**config.mk**
```make
export PLATFORM = sky130hd
export DESIGN_NAME = ps2_host_tx_flat
export DESIGN_NICKNAME = d
export VERILOG_FILES = /design/src/rtl/ps2_pkg.sv /design/src/rtl/ps2_host_tx_if.sv /design/src/rtl/ps2_line_sync.sv /design/src/rtl/ps2_host_tx.sv /design/src/flat_wrapper.sv
export SDC_FILE = /design/constraint.sdc
export NUM_CORES = 1
export LEC_CHECK = 0
export BUFFER_PORTS_ARGS = -buffer_cell sky130_fd_sc_hd__buf_2
export CAP_MARGIN = 20
export CORE_ASPECT_RATIO = 0.8
export CORE_MARGIN = 5
export CORE_UTILIZATION = 35
export DETAILED_ROUTE_END_ITERATION = 10
export PLACE_DENSITY = 0.49
export SLEW_MARGIN = 15
export SYNTH_ARGS = -nofsm -noshare
export SYNTH_HDL_FRONTEND = slang
export SYNTH_SLANG_ARGS = --single-unit
export TNS_END_PERCENT = 30
```
**constraint.sdc**
```tcl
create_clock -name clk -period 3.7 [get_ports clk]
set_input_delay 1.11 -clock clk [delete_from_list [all_inputs] [get_ports clk]]
set_output_delay 1.11 -clock clk [all_outputs]
set_load 0.05 [all_outputs]
```
**src/rtl/ps2_pkg.sv**
```systemverilog
// Shared PS/2 definitions: FSM states, command bytes and timing defaults.
// The keyboard receiver imports the same package.
package ps2_pkg;

    typedef enum logic [2:0] {
        IDLE,
        INHIBIT,
        SHIFT,
        STOP,
        ACK,
        WAIT_IDLE,
        DONE,
        ERR
    } ps2_state_e;

    localparam logic [7:0] PS2_CMD_SETLED = 8'hED;
    localparam logic [7:0] PS2_CMD_RESET  = 8'hFF;
    localparam logic [7:0] PS2_ACK        = 8'hFA;

    // Timing defaults for a 50 MHz clk.
    localparam int PS2_INHIBIT_CYCLES = 5000;    // 100 us
    localparam int PS2_START_TIMEOUT  = 750000;  // 15 ms
    localparam int PS2_BIT_TIMEOUT    = 100000;  // 2 ms
    localparam int PS2_SYNC_STAGES    = 2;

    // Odd parity: the parity bit makes the total count of ones odd.
    function automatic logic odd_parity(input logic [7:0] data);
        return ~^data;
    endfunction

endpackage

```
**src/rtl/ps2_host_tx_if.sv**
```systemverilog
// Command handshake plus open-collector line signals of the PS/2 transmitter.
interface ps2_host_tx_if;

    logic [7:0] txData;
    logic       txStart;
    logic       busy;
    logic       done;
    logic       error;
    logic       ps2ClkIn;
    logic       ps2DatIn;
    logic       ps2ClkDrvLow;
    logic       ps2DatDrvLow;

    // Environment side: issues commands and presents the line levels.
    modport master (
        output txData, txStart, ps2ClkIn, ps2DatIn,
        input  busy, done, error, ps2ClkDrvLow, ps2DatDrvLow
    );

    // Transmitter side.
    modport slave (
        input  txData, txStart, ps2ClkIn, ps2DatIn,
        output busy, done, error, ps2ClkDrvLow, ps2DatDrvLow
    );

endinterface

```
**src/rtl/ps2_line_sync.sv**
```systemverilog
// Synchronizes the PS/2 clock and data lines into clk and flags device
// falling clock edges. Shared with the keyboard receiver.
module ps2_line_sync #(
    parameter int STAGES = 2  // must be at least 2
) (
    input  logic clk,
    input  logic cpuRstN,
    input  logic ps2_clk,
    input  logic ps2_dat,
    output logic clk_level,
    output logic dat_level,
    output logic clk_fall
);

    logic [STAGES-1:0] clk_q;
    logic [STAGES-1:0] dat_q;
    logic              clk_prev;

    // Synchronizer chains; reset to the idle (released, high) line level so
    // leaving reset never looks like a falling edge.
    // NOTE: sequential state uses non-blocking assignments so every flop samples pre-edge values.
    always_ff @(posedge clk or negedge cpuRstN) begin
        if (!cpuRstN) begin
            clk_q    <= '1;
            dat_q    <= '1;
            clk_prev <= 1'b1;
        end else begin
            clk_q    <= {clk_q[STAGES-2:0], ps2_clk};
            dat_q    <= {dat_q[STAGES-2:0], ps2_dat};
            clk_prev <= clk_q[STAGES-1];
        end
    end

    assign clk_level = clk_q[STAGES-1];
    assign dat_level = dat_q[STAGES-1];
    assign clk_fall  = clk_prev & ~clk_q[STAGES-1];

endmodule

```
**src/rtl/ps2_host_tx.sv**
```systemverilog
// PS/2 host-to-device transmitter: request-to-send, bit shifting on device
// clock falling edges, odd parity, ACK check and timeouts.
module ps2_host_tx
    import ps2_pkg::*;
#(
    parameter int INHIBIT_CYCLES = PS2_INHIBIT_CYCLES,
    parameter int START_TIMEOUT  = PS2_START_TIMEOUT,
    parameter int BIT_TIMEOUT    = PS2_BIT_TIMEOUT,
    parameter int SYNC_STAGES    = PS2_SYNC_STAGES
) (
    input logic          clk,
    input logic          cpuRstN,
    ps2_host_tx_if.slave bus
);

    localparam int TMAX0 = (START_TIMEOUT > BIT_TIMEOUT) ? START_TIMEOUT : BIT_TIMEOUT;
    localparam int TMAX  = (TMAX0 > INHIBIT_CYCLES) ? TMAX0 : INHIBIT_CYCLES;
    localparam int TW    = $clog2(TMAX + 1);

    ps2_state_e    state;
    ps2_state_e    state_next;
    logic [TW-1:0] timer;
    logic [TW-1:0] timer_load;
    logic [8:0]    shift_q;
    logic [3:0]    bit_cnt;
    logic          dat_low;
    logic          clk_level;
    logic          dat_level;
    logic          clk_fall;
    logic          timeout;
    logic          frame_active;

    ps2_line_sync #(.STAGES(SYNC_STAGES)) u_sync (
        .clk       (clk),
        .cpuRstN   (cpuRstN),
        .ps2_clk   (bus.ps2ClkIn),
        .ps2_dat   (bus.ps2DatIn),
        .clk_level (clk_level),
        .dat_level (dat_level),
        .clk_fall  (clk_fall)
    );

    assign timeout      = (timer == '0);
    // States in which the device is clocking; our own clock pull-down in
    // INHIBIT also produces a falling edge, which must not reload the timer.
    assign frame_active = (state == SHIFT) || (state == STOP) ||
                          (state == ACK)   || (state == WAIT_IDLE);

    // State register; reset drops straight back to IDLE, releasing both lines.
    always_ff @(posedge clk or negedge cpuRstN) begin
        if (!cpuRstN) state <= IDLE;
        else          state <= state_next;
    end

    // Next-state logic: frame sequencing and timeout handling.
    // NOTE: default assignment first keeps this combinational block latch-free.
    always_comb begin
        state_next = state;
        case (state)
            IDLE:      if (bus.txStart) state_next = INHIBIT;
            INHIBIT:   if (timeout) state_next = SHIFT;
            SHIFT: begin
                if (clk_fall) begin
                    if (bit_cnt == 4'd8) state_next = STOP;  // parity bit now on the line
                end else if (timeout) begin
                    state_next = ERR;
                end
            end
            STOP: begin
                if (clk_fall)     state_next = ACK;          // stop bit: data released
                else if (timeout) state_next = ERR;
            end
            ACK: begin
                if (clk_fall)     state_next = dat_level ? ERR : WAIT_IDLE;
                else if (timeout) state_next = ERR;
            end
            WAIT_IDLE: begin
                if (clk_level && dat_level) state_next = DONE;
                else if (timeout)           state_next = ERR;
            end
            DONE, ERR: state_next = IDLE;
        endcase
    end

    // Timer reload value for the state being entered.
    always_comb begin
        case (state_next)
            INHIBIT: timer_load = TW'(INHIBIT_CYCLES - 1);  // clock low exactly INHIBIT_CYCLES
            SHIFT:   timer_load = TW'(START_TIMEOUT);
            default: timer_load = TW'(BIT_TIMEOUT);
        endcase
    end

    // Datapath: down-counter, byte/parity shift register, bit count, data drive.
    always_ff @(posedge clk or negedge cpuRstN) begin
        if (!cpuRstN) begin
            timer   <= '0;
            shift_q <= '0;
            bit_cnt <= '0;
            dat_low <= 1'b0;
        end else begin
            if (state_next != state)
                timer <= timer_load;
            else if (clk_fall && frame_active)
                timer <= TW'(BIT_TIMEOUT);
            else if (!timeout)
                timer <= timer - TW'(1);

            if (state == IDLE && bus.txStart) begin
                shift_q <= {odd_parity(bus.txData), bus.txData};
                bit_cnt <= '0;
            end else if (state == INHIBIT && state_next == SHIFT) begin
                dat_low <= 1'b1;  // hold the start bit until the first falling edge
            end else if (state == SHIFT && clk_fall) begin
                dat_low <= ~shift_q[0];
                shift_q <= {1'b0, shift_q[8:1]};
                bit_cnt <= bit_cnt + 4'd1;
            end
        end
    end

    // Outputs decoded from state; ERR, DONE and IDLE leave both lines released.
    always_comb begin
        bus.busy         = (state != IDLE);
        bus.done         = (state == DONE);
        bus.error        = (state == ERR);
        bus.ps2ClkDrvLow = (state == INHIBIT);
        bus.ps2DatDrvLow = ((state == INHIBIT) && timeout) ||
                           (((state == SHIFT) || (state == STOP)) && dat_low);
    end

endmodule
```
**src/flat_wrapper.sv**
```systemverilog
// flat-port wrapper written by rule: the top's interface ports become plain ports
module ps2_host_tx_flat import ps2_pkg::*;
#(
    parameter int INHIBIT_CYCLES = PS2_INHIBIT_CYCLES,
    parameter int START_TIMEOUT  = PS2_START_TIMEOUT,
    parameter int BIT_TIMEOUT    = PS2_BIT_TIMEOUT,
    parameter int SYNC_STAGES    = PS2_SYNC_STAGES
)
  (clk, cpuRstN, bus_txData, bus_txStart, bus_ps2ClkIn, bus_ps2DatIn, bus_busy, bus_done, bus_error, bus_ps2ClkDrvLow, bus_ps2DatDrvLow);
  ps2_host_tx_if bus_i ();
  input logic clk;
  input logic cpuRstN;
  input wire logic [$bits(bus_i.txData)-1:0] bus_txData;
  input wire logic [$bits(bus_i.txStart)-1:0] bus_txStart;
  input wire logic [$bits(bus_i.ps2ClkIn)-1:0] bus_ps2ClkIn;
  input wire logic [$bits(bus_i.ps2DatIn)-1:0] bus_ps2DatIn;
  output wire logic [$bits(bus_i.busy)-1:0] bus_busy;
  output wire logic [$bits(bus_i.done)-1:0] bus_done;
  output wire logic [$bits(bus_i.error)-1:0] bus_error;
  output wire logic [$bits(bus_i.ps2ClkDrvLow)-1:0] bus_ps2ClkDrvLow;
  output wire logic [$bits(bus_i.ps2DatDrvLow)-1:0] bus_ps2DatDrvLow;
  assign bus_i.txData = bus_txData;
  assign bus_i.txStart = bus_txStart;
  assign bus_i.ps2ClkIn = bus_ps2ClkIn;
  assign bus_i.ps2DatIn = bus_ps2DatIn;
  assign bus_busy = bus_i.busy;
  assign bus_done = bus_i.done;
  assign bus_error = bus_i.error;
  assign bus_ps2ClkDrvLow = bus_i.ps2ClkDrvLow;
  assign bus_ps2DatDrvLow = bus_i.ps2DatDrvLow;
  ps2_host_tx #(.INHIBIT_CYCLES(INHIBIT_CYCLES), .START_TIMEOUT(START_TIMEOUT), .BIT_TIMEOUT(BIT_TIMEOUT), .SYNC_STAGES(SYNC_STAGES)) u_core (.clk(clk), .cpuRstN(cpuRstN), .bus(bus_i));
endmodule
```
Word-level counts from Yosys, hierarchy flattened. Cells that the tools add are included.

Output and inout bits: 5. Register bits: 42.

Eq/ne operators: 13. Bitwise gates (word level): 4. Reductions and logical operators: 20. $add $sub $neg: 2. Muxes and demuxes: 22.

Operator list (number): $mux 20 (3); $pmux 20 s2 (1); $mux 9 (3); $mux 3 (8); $pmux 3 s7 (1); $logic_not 20->1 (1); $sub 20x1->20 const B (1); $eq 3x3->1 const B (4); $mux 4 (3); $eq 3x2->1 const B (3); $reduce_xnor 8->1 (1); $logic_and 1x1->1 (7); $eq 3x1->1 const B (2); $add 4x1->4 const B (1); $eq 4x4->1 const B (1); $logic_or 1x1->1 (4); $reduce_and 2->1 (2); $reduce_bool 2->1 (2); $logic_not 3->1 (1); $ne 3x3->1 (1); $ne 3x3->1 const B (1); $not 1->1 (3); $reduce_bool 3->1 (1); $mux 1 (2); other kinds (4) (4).

Longest topological paths before layout. Gate-level depths: netlist of the first run.

Word-level depth: 8. Gate-level depth with buffers: 8. Depth with buffers taken out: 8.

Modules after synthesis. A second synthesis of the first run with hierarchy kept.

Cells, all modules: 238. Area total of the unflattened synthesis: 2298.5 sq um.

Modules (own cells, without submodules): ps2_host_tx (instances 1, cells an instance 232, area an instance 2153.3 sq um); ps2_line_sync (instances 1, cells an instance 6, area an instance 145.1 sq um).

Worst setup path after synthesis of the first run. No wires, ideal clock.

Path kind: register to output. Start: register u_core.timer[10]. End: output bus_ps2DatDrvLow. Setup slack: -0.418 ns. Stages on the path, launching flop included: 8. Arrival time: 3.008 ns. Path buffers: 2. Path through: dfrtp_1 > or4_4 > or3_1 > buf_2 > or3_1 > clkbuf_1 > or3_1 > a21oi_1.

Cells in the longest elaborated chain, start to end: 3.

RTL lines: from (decl) (RTL line ps2_host_tx.sv:22) `logic [TW-1:0] timer;`; from (signal assigned) (RTL line ps2_host_tx.sv:103) `timer <= timer_load;`; from (signal assigned) (RTL line ps2_host_tx.sv:105) `timer <= TW'(BIT_TIMEOUT);`; from (signal assigned) (RTL line ps2_host_tx.sv:107) `timer <= timer - TW'(1);`; $logic_not 20->1 (RTL line ps2_host_tx.sv:43) `assign timeout = (timer == '0);`; $logic_and 1x1->1 (RTL line ps2_host_tx.sv:128) `bus.ps2DatDrvLow = ((state == INHIBIT) && timeout) ||`; $logic_or 1x1->1 (RTL line ps2_host_tx.sv:128); to (decl) (RTL line flat_wrapper.sv:21) `output wire logic [$bits(bus_i.ps2DatDrvLow)-1:0] bus_ps2DatDrvLow;`.

No other way between the ends.

Worst setup path in the final report of the first run.
Start: register u_core.timer[11]. End: output bus_ps2DatDrvLow.

The elaborated chain is that of the path after synthesis.

==> run_results.csv, run 1 <==
group,metric,value,unit
status,status,"completed",
power_and_ir_drop,power_switching_share,23.0,%
yosys,synth_seq_area_share,46.4,%
worst_setup_path,worstPathMaxFanout,2,
run,cap_violations,0,
clock_network,clk_latency,290,ps
floorplanning,die_h,82.2,um
power_and_ir_drop,pwr_density_cell,295,mW/mm^2
yosys,synthSimpleGateAreaFrac,20.5,%
clock_network,cts_root_buffer,"clkbuf_8",
clock_network,path_clk_slew,80,ps
sta,timing_max_transition_violations_final,0,
yosys,synth_top_cell_area_share,40.6,%
worst_hold_path,min_path_cells,0,
yosys,synth_fa_ha_area_share,1.65,%
worst_setup_path,crit_required,2590,ps
sta,fin_skew,5.80,ps
yosys,synth_top_family_by_area,"simple AND/OR/NAND/NOR gates",
worst_setup_path,setup.worst_path.class,"reg2out",
detailed_routing,routed_wl,5180,um
grt,grt_pass1_vias,1771,
yosys,ys_warn_count,0,
yosys,synth_xor_area_share,10.4,%
worst_setup_path,r2r-start,"u_core.timer[11]",
sta,rsz0062_at_grt,"true",
floorplanning,die_x,100,um
yosys,ys_async_sr_fraction,100,%
sta,setup_slack,24.7,ps
power_and_ir_drop,switchingPower,181,uW
detailed_routing,vias_per_cell,5.10,
worst_hold_path,hold_class,"reg2reg",
grt,grt_max_degree,43,
clock_network,cts_hold_buf,0,
power_and_ir_drop,finalPower,789,uW
yosys,ys_types,44,
power_and_ir_drop,peakVddDrop,0.113,mV
grt,antenna_found_initial,0,
worst_hold_path,hold_end,"u_core.u_sync.clk_q[1]",
floorplanning,core,0.00638,sq mm
grt,grt_overflow,0,
sta,holdWs,358,ps
yosys,yosysTopAreaCell,"dfrtp_1",
power_and_ir_drop,clkPwrFrac,36.1,%
yosys,ys_ff_latch,42,
yosys,synth-edff-count,0,
sta,post-route-min-period,3680,ps
power_and_ir_drop,pwr-share-seq,59.0,%
yosys,ys.flop_type,"dfrtp_1",
detailed_routing,dr.pass1.iters,4,
clock_network,numClockSinks,42,
worst_setup_path,r2r_cells,7,
placed_design,hpwl,3530,um
placed_design,gp_congestion,0.794,
detailed_routing,vias,1784,
grt,grt_usage,13.5,%
placed_design,dp_slack,164,ps
floorplanning,dieArea,0.00824,sq mm
grt,grt_pass1_wl,8670,um
placed_design,portBuffers,17,
layout,area_growth,17.1,%
layout,n_antenna_cell,0,
worst_setup_path,regToRegSetupSlack,930,ps
worst_setup_path,start_kind,"flip-flop",
detailed_routing,drt_iter0_markers,82,
sta,setup_viol,0,
yosys,synth_nets,254,
layout,drive_gt1_share,21.8,%
yosys,muxShareOfSynthArea,2.19,%
yosys,netlist_instances,238,
worst_setup_path,rr_endpoint,"u_core.timer[8]",
clock_network,clock_path_buffers,2,
sta,period_share,99.3,%
power_and_ir_drop,combinationalPowerShare,4.9,%
detailed_routing,route.detailed.drc,0,
sta,worst_pin_slew,670,ps
layout,fin_nets,282,
power_and_ir_drop,internal_power,607,uW
clock_network,htreeDepth,2,
floorplanning,start_util,35.8,%
yosys,synthesis.area,0.00228,sq mm
yosys,synth_compound_area_share,15.4,%
worst_hold_path,hold_start,"u_core.u_sync.clk_q[0]",
worst_setup_path,cp.arrival,2570,ps
detailed_routing,ant_nets,0,
sta,fmax,272,MHz
clock_network,tritoncts,"yes",
sta,hold_viol,0,
power_and_ir_drop,leakage,0.00105,uW
worst_setup_path,critPathCaptureType,"output port",
sta,slew_headroom,55.3,%
floorplanning,io_pins,18,
layout,fillers,650,
yosys,syn_area_per_cell,9.58,sq um
detailed_routing,wire_per_inst,14.8,um
clock_network,cts_made_buffers,5,
floorplanning,rows,26,
yosys,synth.top_cells.by_area,"dfrtp_1 (41%), xnor2_1 (6.9%), dfstp_2 (5.8%)",
[synth_stat cells (all sizes together), types with 7 or more instances]
library cell	number
xor2	9
nor3	11
nor2	18
nor4	7
xnor2	18
inv	7
dfrtp	37
o21ai	7
a21oi	10
clkbuf	8
nand2	31
[stage by stage]
stage / util (%) / instances / TNS, ps / area, sq um
5_1_grt: 41.9 / 350 / -15.4 / 2670
3_3_place_gp: 39.6 / 339 / 0 / 2530
6_report: 41.9 / 350 / 0 / 2670
2_1_floorplan: - / 238 / 0 / 2300
3_5_place_dp: 39.6 / 339 / 0 / 2530
4_1_cts: 41.3 / 348 / -48.9 / 2640
[power groups by stage]
stage	registers [uW]	logic (uW)	clock network, uW
after floorplan	474	16.8	0
after global placement	474	36.7	0
after detailed placement	474	36.8	0
after CTS	465	37.0	294
after global routing	466	43.0	314
final	465	38.7	285
[how the worst max path moves through the flow]
stage,from,depth (start not counted),to
floorplan,u_core.timer[10],7,bus_ps2DatDrvLow
global placement,u_core.timer[11],6,bus_ps2DatDrvLow
detailed placement,u_core.timer[11],6,bus_ps2DatDrvLow
CTS,u_core.timer[11],6,bus_ps2DatDrvLow
global route,u_core.timer[11],6,bus_ps2DatDrvLow
finish,u_core.timer[11],6,bus_ps2DatDrvLow
[placed cells by master, fill, tap and decap left out, types with 6 or more instances in the layout]
master and count:
a21oi_1 9, a22oi_1 6, buf_2 16, buf_4 15, dfrtp_1 37, inv_1 7, nand2_1 31, nor2_1 18
nor3_1 9, nor4_1 6, o21ai_0 6, xnor2_1 18, xor2_1 9
[worst max-delay path: stages (launching register included)]
cell and delay [ps]:
dfrtp_1 380, or4_4 540, or3_4 350, or3_4 340, or3_4 350, a21oi_4 140
buf_6 180
[cell type report]
type | instances | area (sq um) | area share, %
inverter | 7 | 26.3 | 0.984
tap | 84 | 105 | 3.94
sequential | 42 | 1060 | 39.6
multi-input combinational | 177 | 1180 | 44.1
clock buffer | 5 | 68.8 | 2.58
clock inverter | 2 | 10.0 | 0.375
timing repair buffer | 33 | 224 | 8.39
[per-layer routing]
| layer | global-route usage [%] | routed length, um |
|---|---|---|
| met2 | 20.2 | 2290 |
| met1 | 19.5 | 2650 |
| met4 | 4.44 | 56 |
| met3 | 2.85 | 179 |
| met5 | 0 | 0 |
[state kept, by name (all words and copies together) (netlist names)]
signal and count:
u_core.timer 20, u_core.shift_q 9, u_core.bit_cnt 4, u_core.state 3
u_core.u_sync.clk_q 2, u_core.u_sync.dat_q 2, u_core.dat_low 1, u_core.u_sync.clk_prev 1
[logic make-up (layout without fill, tap and decap cells)]
kind of cell               Yosys count  after routing
xor gates and xnor gates            27             27
buffers and inverters               19             47
adders and majority gates            3              3
DFF                                 42             42
muxes                                5              5
and+or+nand+nor                     92             92
AOI/OAI and AO/OA                   50             50
[repair_timing]
item / 4_1_cts / 5_1_grt
hold endpoints to repair: 0 / 0
gates resized for setup: 4 / 1
setup buffers: 2 / 1
setup endpoints to repair: 1 / 1
pin swaps: 4 / 2
No activity file was read; power rests on OpenSTA's default activity.
==> inputs of run 2 (changes only) <==
--- a/config.mk
+++ b/config.mk
@@ -11,7 +11,7 @@
 export CORE_MARGIN = 5
 export CORE_UTILIZATION = 35
 export DETAILED_ROUTE_END_ITERATION = 10
-export PLACE_DENSITY = 0.49
+export PLACE_DENSITY = 0.48
 export SLEW_MARGIN = 15
 export SYNTH_ARGS = -nofsm -noshare
 export SYNTH_HDL_FRONTEND = slang
==> run_results.csv, run 2 (synthesis gave the netlist of run 1 again) <==
group,metric,value,unit
layout,multi_input_area,0.00117,sq mm
worst_setup_path,regToRegSetupSlack,960,ps
power_and_ir_drop,peakVddDrop,0.137,mV
worst_setup_path,worstPathMaxFanout,2,
power_and_ir_drop,pwr_density_cell,298,mW/mm^2
sta,fmax,273,MHz
detailed_routing,route.detailed.drc,0,
clock_network,tritoncts,"yes",
worst_hold_path,hold_class,"reg2reg",
layout,largest_reg_flops,20,
layout,n_antenna_cell,0,
clock_network,clk_latency,290,ps
sta,rsz0062_at_grt,"true",
clock_network,cts_hold_buf,0,
clock_network,clock_path_buffers,2,
detailed_routing,vias_per_cell,5.03,
detailed_routing,vias,1761,
grt,antenna_found_initial,0,
sta,setup_viol,0,
grt,grt_pass1_wl,8790,um
placed_design,portBuffers,17,
floorplanning,dieArea,0.00824,sq mm
floorplanning,rows,26,
status,status,"completed",
worst_setup_path,cp.buffers_inverters,1,
worst_hold_path,min_path_cells,0,
worst_setup_path,cp_slowest_cell,"or4_4",
placed_design,gp_congestion,0.745,
grt,grt_overflow,0,
sta,worst_pin_slew,814,ps
sta,fin_skew,6.74,ps
layout,fillers,661,
worst_setup_path,worst-path-stages,6,
placed_design,hpwl,3530,um
layout,drive_gt1_share,20.3,%
sta,timing_max_transition_violations_final,0,
clock_network,htreeDepth,2,
grt,grt_usage,13.8,%
detailed_routing,dr.pass1.iters,4,
sta,period_share,98.9,%
layout,fin_nets,281,
detailed_routing,ant_nets,0,
run,cap_violations,0,
clock_network,numClockSinks,42,
grt,grt_max_degree,43,
floorplanning,die_x,100,um
sta,holdWs,357,ps
worst_setup_path,cp.arrival,2550,ps
sta,slew_headroom,45.4,%
worst_setup_path,critPathCaptureType,"output port",
sta,finalSetupTns,0,ps
worst_setup_path,cpMostUsedCell,"or3_4",
worst_setup_path,r2r_cells,7,
layout,regArea,0.00106,sq mm
floorplanning,core,0.00638,sq mm
layout,layout_commonest_cell,"dfrtp_1",
floorplanning,die_h,82.2,um
clock_network,path_clk_slew,80,ps
floorplanning,io_pins,18,
layout,reg_top3,"u_core.timer: 20 flops, u_core.shift_q: 9 flops, u_core.bit_cnt: 4 flops",
worst_setup_path,crit_chain,"or4_4, or3_4, or3_4, or3_4, a21oi_4, buf_6",
layout,area_growth,16.8,%
worst_setup_path,setup.worst_path.class,"reg2out",
sta,post-route-min-period,3660,ps
clock_network,cts_root_buffer,"clkbuf_8",
detailed_routing,routed_wl,5160,um
sta,hold_viol,0,
worst_setup_path,worst_path_largest_cell_delay,540,ps
power_and_ir_drop,leakage,0.00105,uW
layout,largest-register,"u_core.timer",
layout,final_util,41.8,%
clock_network,cts_made_buffers,5,
worst_setup_path,start_kind,"flip-flop",
layout,mostFrequentLayoutCells,"dfrtp_1 (37), nand2_1 (31), nor2_1 (18), xnor2_1 (18), buf_2 (16)",
detailed_routing,drt_iter0_markers,56,
worst_setup_path,cp_top_family,"simple AND/OR/NAND/NOR gates",
worst_setup_path,crit_required,2590,ps
detailed_routing,wire_per_inst,14.7,um
grt,grt_pass1_vias,1765,
floorplanning,start_util,35.8,%
==> run 2: cell types whose count changed in the layout (fill, tap and decap cells not counted), sizes merged <==
| cell | delta |
|---|---|
| buf | -1 |
| clkbuf | +3 |
| clkinv | -2 |
==> run 2: final cells by class <==
type | count | area share (%)
multi-input combinational | 177 | 44.0
sequential | 42 | 39.7
timing repair buffer | 32 | 8.40
tap | 84 | 3.94
clock buffer | 8 | 3.00
inverter | 7 | 0.986
==> run 2: final timing paths <==
| check | to | from |
|---|---|---|
| worst max register to register | u_core.timer[8] | u_core.timer[13] |
| worst min-delay path | u_core.u_sync.dat_q[1] | u_core.u_sync.dat_q[0] |
| min in group asynchronous | u_core.state[2] | cpuRstN |
| max in group asynchronous | u_core.u_sync.dat_q[0] | cpuRstN |
| worst min register to register | u_core.u_sync.dat_q[1] | u_core.u_sync.dat_q[0] |
| worst max-delay path | bus_ps2DatDrvLow | u_core.timer[13] |
==> run 2: per-layer routing <==
metal	routed length (um)	vias to the layer above	global-route usage, %
met5	0	-	0
met3	120	2	3.11
met2	2230	18	21.0
met1	2780	846	19.7
met4	30	0	3.63
li1	-	895	-
==> run 2: repair_timing <==
item | CTS | global route
gates cloned | 0 | 0
setup buffers | 3 | 1
pin swaps | 4 | 2
setup endpoints to repair | 1 | 1
resized for setup | 4 | 0
==> run 2: worst reg2reg max path, stage by stage (launching register included) <==
cell      delay [ps]
dfrtp_1          390
or4_4            540
or3_4            340
buf_4            170
o41ai_2          400
o21ai_2          170
nand2_1          380
o311ai_0         210
==> run 2: stage by stage <==
stage / power (uW) / std cells / instance area, sq um / setup slack, ps
after floorplan: 491 / 238 / 2300 / 4.14
after global placement: 512 / 337 / 2510 / 167
after detailed placement: 511 / 337 / 2510 / 158
after CTS: 803 / 348 / 2630 / -31.8
after global routing: 832 / 350 / 2670 / -24.7
final: 793 / 350 / 2670 / 41.6
==> run 2: power breakdown <==
| group | switching (uW) | leakage [uW] | internal (uW) | total, uW |
|---|---|---|---|---|
| combinational | 21.5 | 0.000564 | 17.8 | 39.3 |
| clock | 154 | 0.0000395 | 134 | 288 |
| sequential | 1.85 | 0.000445 | 464 | 465 |
==> inputs of run 3 (changes only) <==
==> constraint.sdc (replaced) <==
create_clock -name clk -period 3.7 [get_ports clk]
set_input_delay 1.11 -clock clk [delete_from_list [all_inputs] [get_ports clk]]
set_output_delay 1.11 -clock clk [all_outputs]
set_load 0.01 [all_outputs]
==> run_results.csv, run 3 (synthesis gave the netlist of run 1 again) <==
group,metric,value,unit
status,status,"completed",
grt,grt_overflow,0,
layout,fin_cells,347,
floorplanning,start_util,35.8,%
detailed_routing,wire_per_inst,15.4,um
layout,drive_gt1_share,20.5,%
worst_setup_path,regToRegSetupSlack,1030,ps
clock_network,numClockSinks,42,
sta,rsz0062_at_grt,"true",
layout,regArea,0.00106,sq mm
clock_network,cts_made_buffers,5,
layout,fin_nets,278,
grt,antenna_found_initial,0,
power_and_ir_drop,internal_power,683,uW
layout,mostFrequentLayoutCells,"dfrtp_1 (37), nand2_1 (31), nor2_1 (18), xnor2_1 (18), buf_2 (17)",
clock_network,clk_latency,300,ps
grt,grt_max_degree,43,
floorplanning,core,0.00638,sq mm
detailed_routing,route.detailed.drc,0,
sta,slew_headroom,41.4,%
sta,setup_viol,0,
grt,grt_pass1_vias,1815,
power_and_ir_drop,power_switching_share,21.3,%
detailed_routing,dr.pass1.iters,4,
floorplanning,die_x,100,um
clock_network,clock_path_buffers,2,
floorplanning,rows,26,
worst_setup_path,crit_required,2590,ps
floorplanning,io_pins,18,
detailed_routing,drt_iter0_markers,49,
detailed_routing,ant_nets,0,
placed_design,placed_cells,336,
grt,grt_pass1_wl,9250,um
power_and_ir_drop,combinationalPowerShare,4.4,%
placed_design,portBuffers,17,
worst_setup_path,cp_slowest_cell,"or4_4",
sta,setup_slack,55.1,ps
worst_setup_path,cp_top_family,"simple AND/OR/NAND/NOR gates",
sta,worst_pin_slew,874,ps
detailed_routing,vias,1786,
worst_setup_path,setup.worst_path.class,"reg2out",
worst_setup_path,worstPathMaxFanout,3,
clock_network,tritoncts,"yes",
layout,largest_reg_flops,20,
worst_hold_path,hold_class,"reg2reg",
sta,timing_max_transition_violations_final,0,
worst_setup_path,crit_chain,"or4_4, or3_4, or3_4, or3_4, a21oi_2, buf_2",
floorplanning,dieArea,0.00824,sq mm
layout,area_growth,16.6,%
worst_setup_path,cp.arrival,2530,ps
worst_setup_path,critPathCaptureType,"output port",
placed_design,dp_slack,234,ps
run,cap_violations,0,
sta,fmax,274,MHz
clock_network,cts_root_buffer,"clkbuf_8",
power_and_ir_drop,pwr_density_cell,326,mW/mm^2
layout,layout_commonest_cell,"dfrtp_1",
layout,largest-register,"u_core.timer",
worst_setup_path,cpMostUsedCell,"or3_4",
layout,reg_top3,"u_core.timer: 20 flops, u_core.shift_q: 9 flops, u_core.bit_cnt: 4 flops",
floorplanning,die_h,82.2,um
placed_design,hpwl,3580,um
sta,fin_skew,3.35,ps
layout,n_antenna_cell,0,
detailed_routing,vias_per_cell,5.15,
power_and_ir_drop,finalPower,868,uW
sta,hold_viol,0,
power_and_ir_drop,pwr-share-seq,53.6,%
worst_setup_path,start_kind,"flip-flop",
layout,fillers,661,
sta,period_share,98.5,%
detailed_routing,routed_wl,5340,um
power_and_ir_drop,clkPwrFrac,42.0,%
sta,finalSetupTns,0,ps
power_and_ir_drop,peakVddDrop,0.130,mV
clock_network,htreeDepth,2,
power_and_ir_drop,leakage,0.00104,uW
placed_design,gp_congestion,0.771,
sta,post-route-min-period,3640,ps
grt,grt_usage,14.3,%
worst_setup_path,worst_path_largest_cell_delay,540,ps
power_and_ir_drop,switchingPower,185,uW
clock_network,path_clk_slew,80,ps
worst_setup_path,cp.buffers_inverters,1,
layout,multi_input_area,0.00118,sq mm
[run 3: layout make-up]
class | count | area share, %
Clock buffer | 7 | 2.87
Clock inverter | 1 | 1.13
Inverter | 7 | 0.988
Multi-Input combinational cell | 177 | 44.2
Sequential cell | 42 | 39.8
Tap cell | 84 | 3.95
Timing Repair Buffer | 29 | 7.06
[run 3: worst paths after layout]
path	cells after the start	from	endpoint
setup / recovery	6	u_core.timer[10]	bus_ps2DatDrvLow
hold / removal	0	u_core.u_sync.dat_q[0]	u_core.u_sync.dat_q[1]
setup reg to reg	8	u_core.timer[10]	u_core.timer[13]
hold reg to reg	0	u_core.u_sync.dat_q[0]	u_core.u_sync.dat_q[1]
max in group asynchronous	2	cpuRstN	u_core.u_sync.dat_q[0]
min in group asynchronous	1	cpuRstN	u_core.state[0]
[run 3: power by group through the flow]
stage	Combinational (uW)	Clock (uW)	Sequential, uW
floorplan	16.8	0	474
global placement	36.6	0	474
detailed placement	37.1	0	474
CTS	37.3	377	466
global route	44.4	395	466
finish	38.4	364	465
[run 3: through the flow]
stage	instance area, sq um	utilization (%)	hold WS, ps
after global routing	2660	41.7	365
after floorplan	2280	-	345
after detailed placement	2490	39.0	347
after global placement	2490	39.0	346
final	2660	41.7	358
after CTS	2620	41.1	359
[run 3: worst register-to-register path, delay by kind of cell (launching register included)]
| kind | cells | cell delay, ps |
|---|---|---|
| AO/OA/AOI/OAI | 3 | 640 |
| flip-flops | 1 | 390 |
| AND/OR/NAND/NOR | 3 | 1140 |
| buffers and inverters | 2 | 370 |
[run 3: timing repair]
action	in CTS	in global routing
pin swaps	1	2
resized for setup	3	3
endpoints found under the setup margin	1	1
endpoints found under the hold margin	0	0
cloned	0	0
buffers inserted	2	0
hold buffers	0	0
[run 3: layer usage]
metal	vias to the layer above	routed length, um	global-route usage (%)
met5	-	0	0
met4	0	78	4.85
met3	8	146	3.02
met2	15	2410	22.0
met1	869	2700	20.1
li1	894	-	-
